`src/rtl/debounce_pkg.sv`:
```
// debounce_pkg: shared FSM encodings and limits for the input debouncer
package debounce_pkg;
  localparam logic [1:0] STABLE_LOW  = 2'd0;
  localparam logic [1:0] CHECK_HIGH  = 2'd1;
  localparam logic [1:0] STABLE_HIGH = 2'd2;
  localparam logic [1:0] CHECK_LOW   = 2'd3;
  localparam logic [7:0] GLITCH_MAX  = 8'd255;
endpackage

```
`src/rtl/sync_chain.sv`:
```
// sync_chain: multi-flop synchronizer bringing an asynchronous level into the clk domain
module sync_chain #(
  parameter int STAGES = 2
) (
  input  logic clk,
  input  logic reset,
  input  logic d,
  output logic q
);
  logic [STAGES-1:0] ff;
  // shift the raw level through the chain; only the last flop is safe to use
  always_ff @(posedge clk) begin
    if (reset) ff <= '0;
    else ff <= {ff[STAGES-2:0], d};
  end
  assign q = ff[STAGES-1];
endmodule

```
`src/rtl/input_debouncer.sv`:
```
// input_debouncer: synchronizes a bouncing level and releases changes only after they hold stable
module input_debouncer
  import debounce_pkg::*;
#(
  parameter int SYNC_STAGES   = 2,
  parameter int STABLE_CYCLES = 4
) (
  input  logic       clk,
  input  logic       reset,
  input  logic       noisy_in,
  output logic       clean_out,
  output logic       busy,
  output logic [7:0] glitch_count
);
  localparam int CW = $clog2(STABLE_CYCLES);
  localparam logic [CW-1:0] CNT_MAX = CW'(STABLE_CYCLES - 1);
  logic          sync;
  logic [1:0]    state, state_n;
  logic [CW-1:0] cnt, cnt_n;
  logic          abort;
  sync_chain #(.STAGES(SYNC_STAGES)) u_sync (
    .clk  (clk),
    .reset(reset),
    .d    (noisy_in),
    .q    (sync)
  );
  // qualify candidate transitions: a candidate starts counting at 1 and is accepted at CNT_MAX
  always_comb begin
    state_n = state;
    cnt_n   = cnt;
    abort   = 1'b0;
    case (state)
      STABLE_LOW: if (sync) begin
        state_n = CHECK_HIGH;
        cnt_n   = CW'(1);
      end
      CHECK_HIGH: if (!sync) begin
        state_n = STABLE_LOW;
        cnt_n   = '0;
        abort   = 1'b1;
      end else if (cnt == CNT_MAX) begin
        state_n = STABLE_HIGH;
        cnt_n   = '0;
      end else cnt_n = cnt + CW'(1);
      STABLE_HIGH: if (!sync) begin
        state_n = CHECK_LOW;
        cnt_n   = CW'(1);
      end
      default: if (sync) begin
        state_n = STABLE_HIGH;
        cnt_n   = '0;
        abort   = 1'b1;
      end else if (cnt == CNT_MAX) begin
        state_n = STABLE_LOW;
        cnt_n   = '0;
      end else cnt_n = cnt + CW'(1);
    endcase
  end
  // register state and outputs; encoding gives clean level in bit 1 and checking flag in bit 0
  always_ff @(posedge clk) begin
    if (reset) begin
      state        <= STABLE_LOW;
      cnt          <= '0;
      clean_out    <= 1'b0;
      busy         <= 1'b0;
      glitch_count <= '0;
    end else begin
      state     <= state_n;
      cnt       <= cnt_n;
      clean_out <= state_n[1];
      busy      <= state_n[0];
      if (abort && glitch_count != GLITCH_MAX) glitch_count <= glitch_count + 8'd1;
    end
  end
endmodule

```
`config.mk`:
```
export PLATFORM = sky130hd
export DESIGN_NAME = input_debouncer
export DESIGN_NICKNAME = d
export VERILOG_FILES = /design/src/rtl/debounce_pkg.sv /design/src/rtl/sync_chain.sv /design/src/rtl/input_debouncer.sv
export SDC_FILE = /design/constraint.sdc
export NUM_CORES = 1
export LEC_CHECK = 0
export CORE_MARGIN = 4
export CORE_UTILIZATION = 43
export CTS_BUF_LIST = sky130_fd_sc_hd__clkbuf_16
export DETAILED_ROUTE_END_ITERATION = 7
export DONT_BUFFER_PORTS = 1
export HOLD_SLACK_MARGIN = 0.03
export PLACE_DENSITY = 0.58
export SLEW_MARGIN = 20
export SYNTH_ARGS = -nofsm -noshare
export SYNTH_HDL_FRONTEND = slang
export SYNTH_HIERARCHICAL = 1
export SYNTH_SLANG_ARGS = --single-unit
```
`constraint.sdc`:
```
create_clock -name clk -period 2 [get_ports clk]
set_input_delay 0.4 -clock clk [delete_from_list [all_inputs] [get_ports clk]]
set_output_delay 0.4 -clock clk [all_outputs]
set_load 0.02 [all_outputs]
```
==> impl_metrics.ini <==
[finish]
postLayoutCellArea_sq_um = 836
n_antenna_cell = 0
mostFrequentLayoutCells = dfxtp_1 (14), buf_4 (7), nor2_1 (6), nand3_1 (5), nand2_1 (5)
nFillCells = 150
multi_input_area_sq_um = 400
regArea_sq_um = 280
drive_above_1_share = 0.183
finalNetCount = 88
syn2layout_area_growth_pct = 18.2
final_common_cell = dfxtp_1

[clock_network]
insertion_delay_ps = 240
ctsHtreeMaxLevel = 1
clock_path_buffers = 2
post_cts_resized = 0
cts_buffers = 3
postCtsSetupRepairBufs = 0
ctsHoldBuffers = 0
clock-sinks = 14
path_clk_slew_ps = 50
cts_root_buffer = clkbuf_16
cts_tree = yes

[grt]
antenna_found_initial = 0
grt_max_degree = 18
gr-total-overflow = 0
grt_pass1_wl_um = 2660
grtUsageTotal = 0.140
grt_pass1_vias = 586

[drt]
drt_first_pass_iters = 4
drtIter0Drc = 8
via_per_inst = 6.14
routed_wl_um = 1510
vias = 602
routedWlPerCell_um = 15.4
drc = 0
ant_nets = 0

[timing]
fin_crit_sh = 0.776
finalSetupViolations = 0
slew_headroom = 0.692
drv_slew = 0
final.setup.tns_ps = 0
min_period_ps = 1550
fin_skew_ps = 2.75
fmax_mhz = 644
tightest_slew_ps = 461
rsz0062_at_grt = no
hold_violations = 0

[setup_path]
timing.rr.start = glitch_count[3]$_SDFFE_PP0P_
critPathKind = reg -> reg
crit_buf_inv = 0
crit_slowest_cell = dfxtp_1
worst-path-max-fanout = 9
cp-end-kind = flip-flop
critical_path_arrival_ps = 1680
start_kind = flip-flop
cp-startpoint = glitch_count[3]$_SDFFE_PP0P_
cp_slowest_stage_delay_ps = 600
cp.required_ps = 2130
critical_path.top_delay_family = flip-flops
worstPathCellList = nand3_1 > nor4_4 > mux2_4

[logic_synthesis]
synth_edf_count = 0
syn_area_sq_um = 707
synth_top_flop_cell = dfxtp_1
synth_cell_types = 30
seq_area_frac_synth = 0.396
ys_warn_count = 6
synth_nets = 79
syn_area_per_cell_sq_um = 9.55
ys_ff_latch = 14
syn_inst = 74
ys_async_sr_fraction = 0

[power_and_ir_drop]
combinationalPowerShare = 0.031
p_leak_nw = 0.307
p_seq_frac = 0.421
vdd_drop_max_v = 0.000481
cellInternalPower_w = 0.000558
switching_share = 0.185
powerDensity_nw_per_um2 = 819
power.share.clock = 0.548
p_sw_w = 0.000126

[hold_path]
hold_start = reset
hold_class = in -> reg

[floorplanning]
rows = 14
die_area_sq_um = 2360
initial_core_util = 0.464
die_y_um = 48.5
io_pins = 13
chipWidth_um = 48.5
core_area_sq_um = 1520

[placed_design]
hpwl_um = 1050
placed_area_sq_um = 757
gp_congestion = 0.746
portBuffers = 0

[run]
drv_cap = 0

[outcome]
status = complete, no violations
==> per-layer routing <==
layer / GRT usage / part of all wire
met1: 0.191 / 0.48
met2: 0.204 / 0.45
met3: 0.0429 / 0.053
met4: 0.0538 / 0.012
met5: 0 / 0
==> synthesized netlist by cell type, drive strengths merged (2+ instances only) <==
cell type / count / area [sq um]
dfxtp: 14 / 280
nor2b: 4 / 25.0
nand2b: 2 / 12.5
a21oi: 4 / 20.0
and4: 4 / 35.0
buf: 2 / 18.8
mux2: 2 / 30.0
a211oi: 4 / 35.0
a31oi: 3 / 18.8
nor3: 2 / 10.0
ha: 2 / 25.0
nor4: 2 / 27.5
nor2: 6 / 22.5
nand2: 5 / 18.8
or4: 2 / 15.0
nand3: 5 / 25.0
==> cell families after synthesis <==
kind of cell,count (synthesis),share of synthesized area
flip-flops,14,0.396
AND/OR/NAND/NOR,35,0.310
AO/OA/AOI/OAI,14,0.140
multiplexers,3,0.0566
buffers and inverters,4,0.0372
adder cells (fa/ha/maj),2,0.0354
XOR/XNOR,2,0.0248
==> sequential cells by signal, summed over array words and instances, names as in the netlist <==
register	cells
clean_out	1
cnt	2
glitch_count	8
state	1
u_sync/ff	2
==> area by class of cell <==
type / count / area share
clock buffer: 3 / 0.0898
clock inverter: 1 / 0.00449
inverter: 1 / 0.00449
multi-input combinational: 56 / 0.479
sequential: 14 / 0.335
tap: 16 / 0.0240
timing repair buffer: 7 / 0.0629
==> metrics by stage <==
stage	util	setup WS, ps	hold slack (ps)	power, W	std cells
after CTS	0.548	447	220	0.000693	98
after global routing	0.548	354	215	0.000714	98
final	0.548	448	225	0.000684	98
after global placement	0.497	465	431	0.000314	94
after detailed placement	0.497	449	431	0.000315	94
after floorplan	-	392	414	0.000313	74
==> worst paths after layout <==
check / endpoint / slack, ps / cells past startpoint
min: u_sync/ff[0]$_SDFF_PP0_ / 220 / 1
max reg2reg: glitch_count[6]$_SDFFE_PP0P_ / 450 / 3
min reg2reg: u_sync/ff[1]$_SDFF_PP0_ / 440 / 1
max: glitch_count[6]$_SDFFE_PP0P_ / 450 / 3
==> power groups by stage <==
stage | Clock, W | Combinational, W | Sequential [W]
after floorplan | 0 | 0.0000190 | 0.000294
after global placement | 0 | 0.0000213 | 0.000293
after detailed placement | 0 | 0.0000215 | 0.000293
after CTS | 0.000383 | 0.0000215 | 0.000288
after global routing | 0.000402 | 0.0000242 | 0.000288
final | 0.000375 | 0.0000213 | 0.000288
Power figures use the tool's default switching activity.
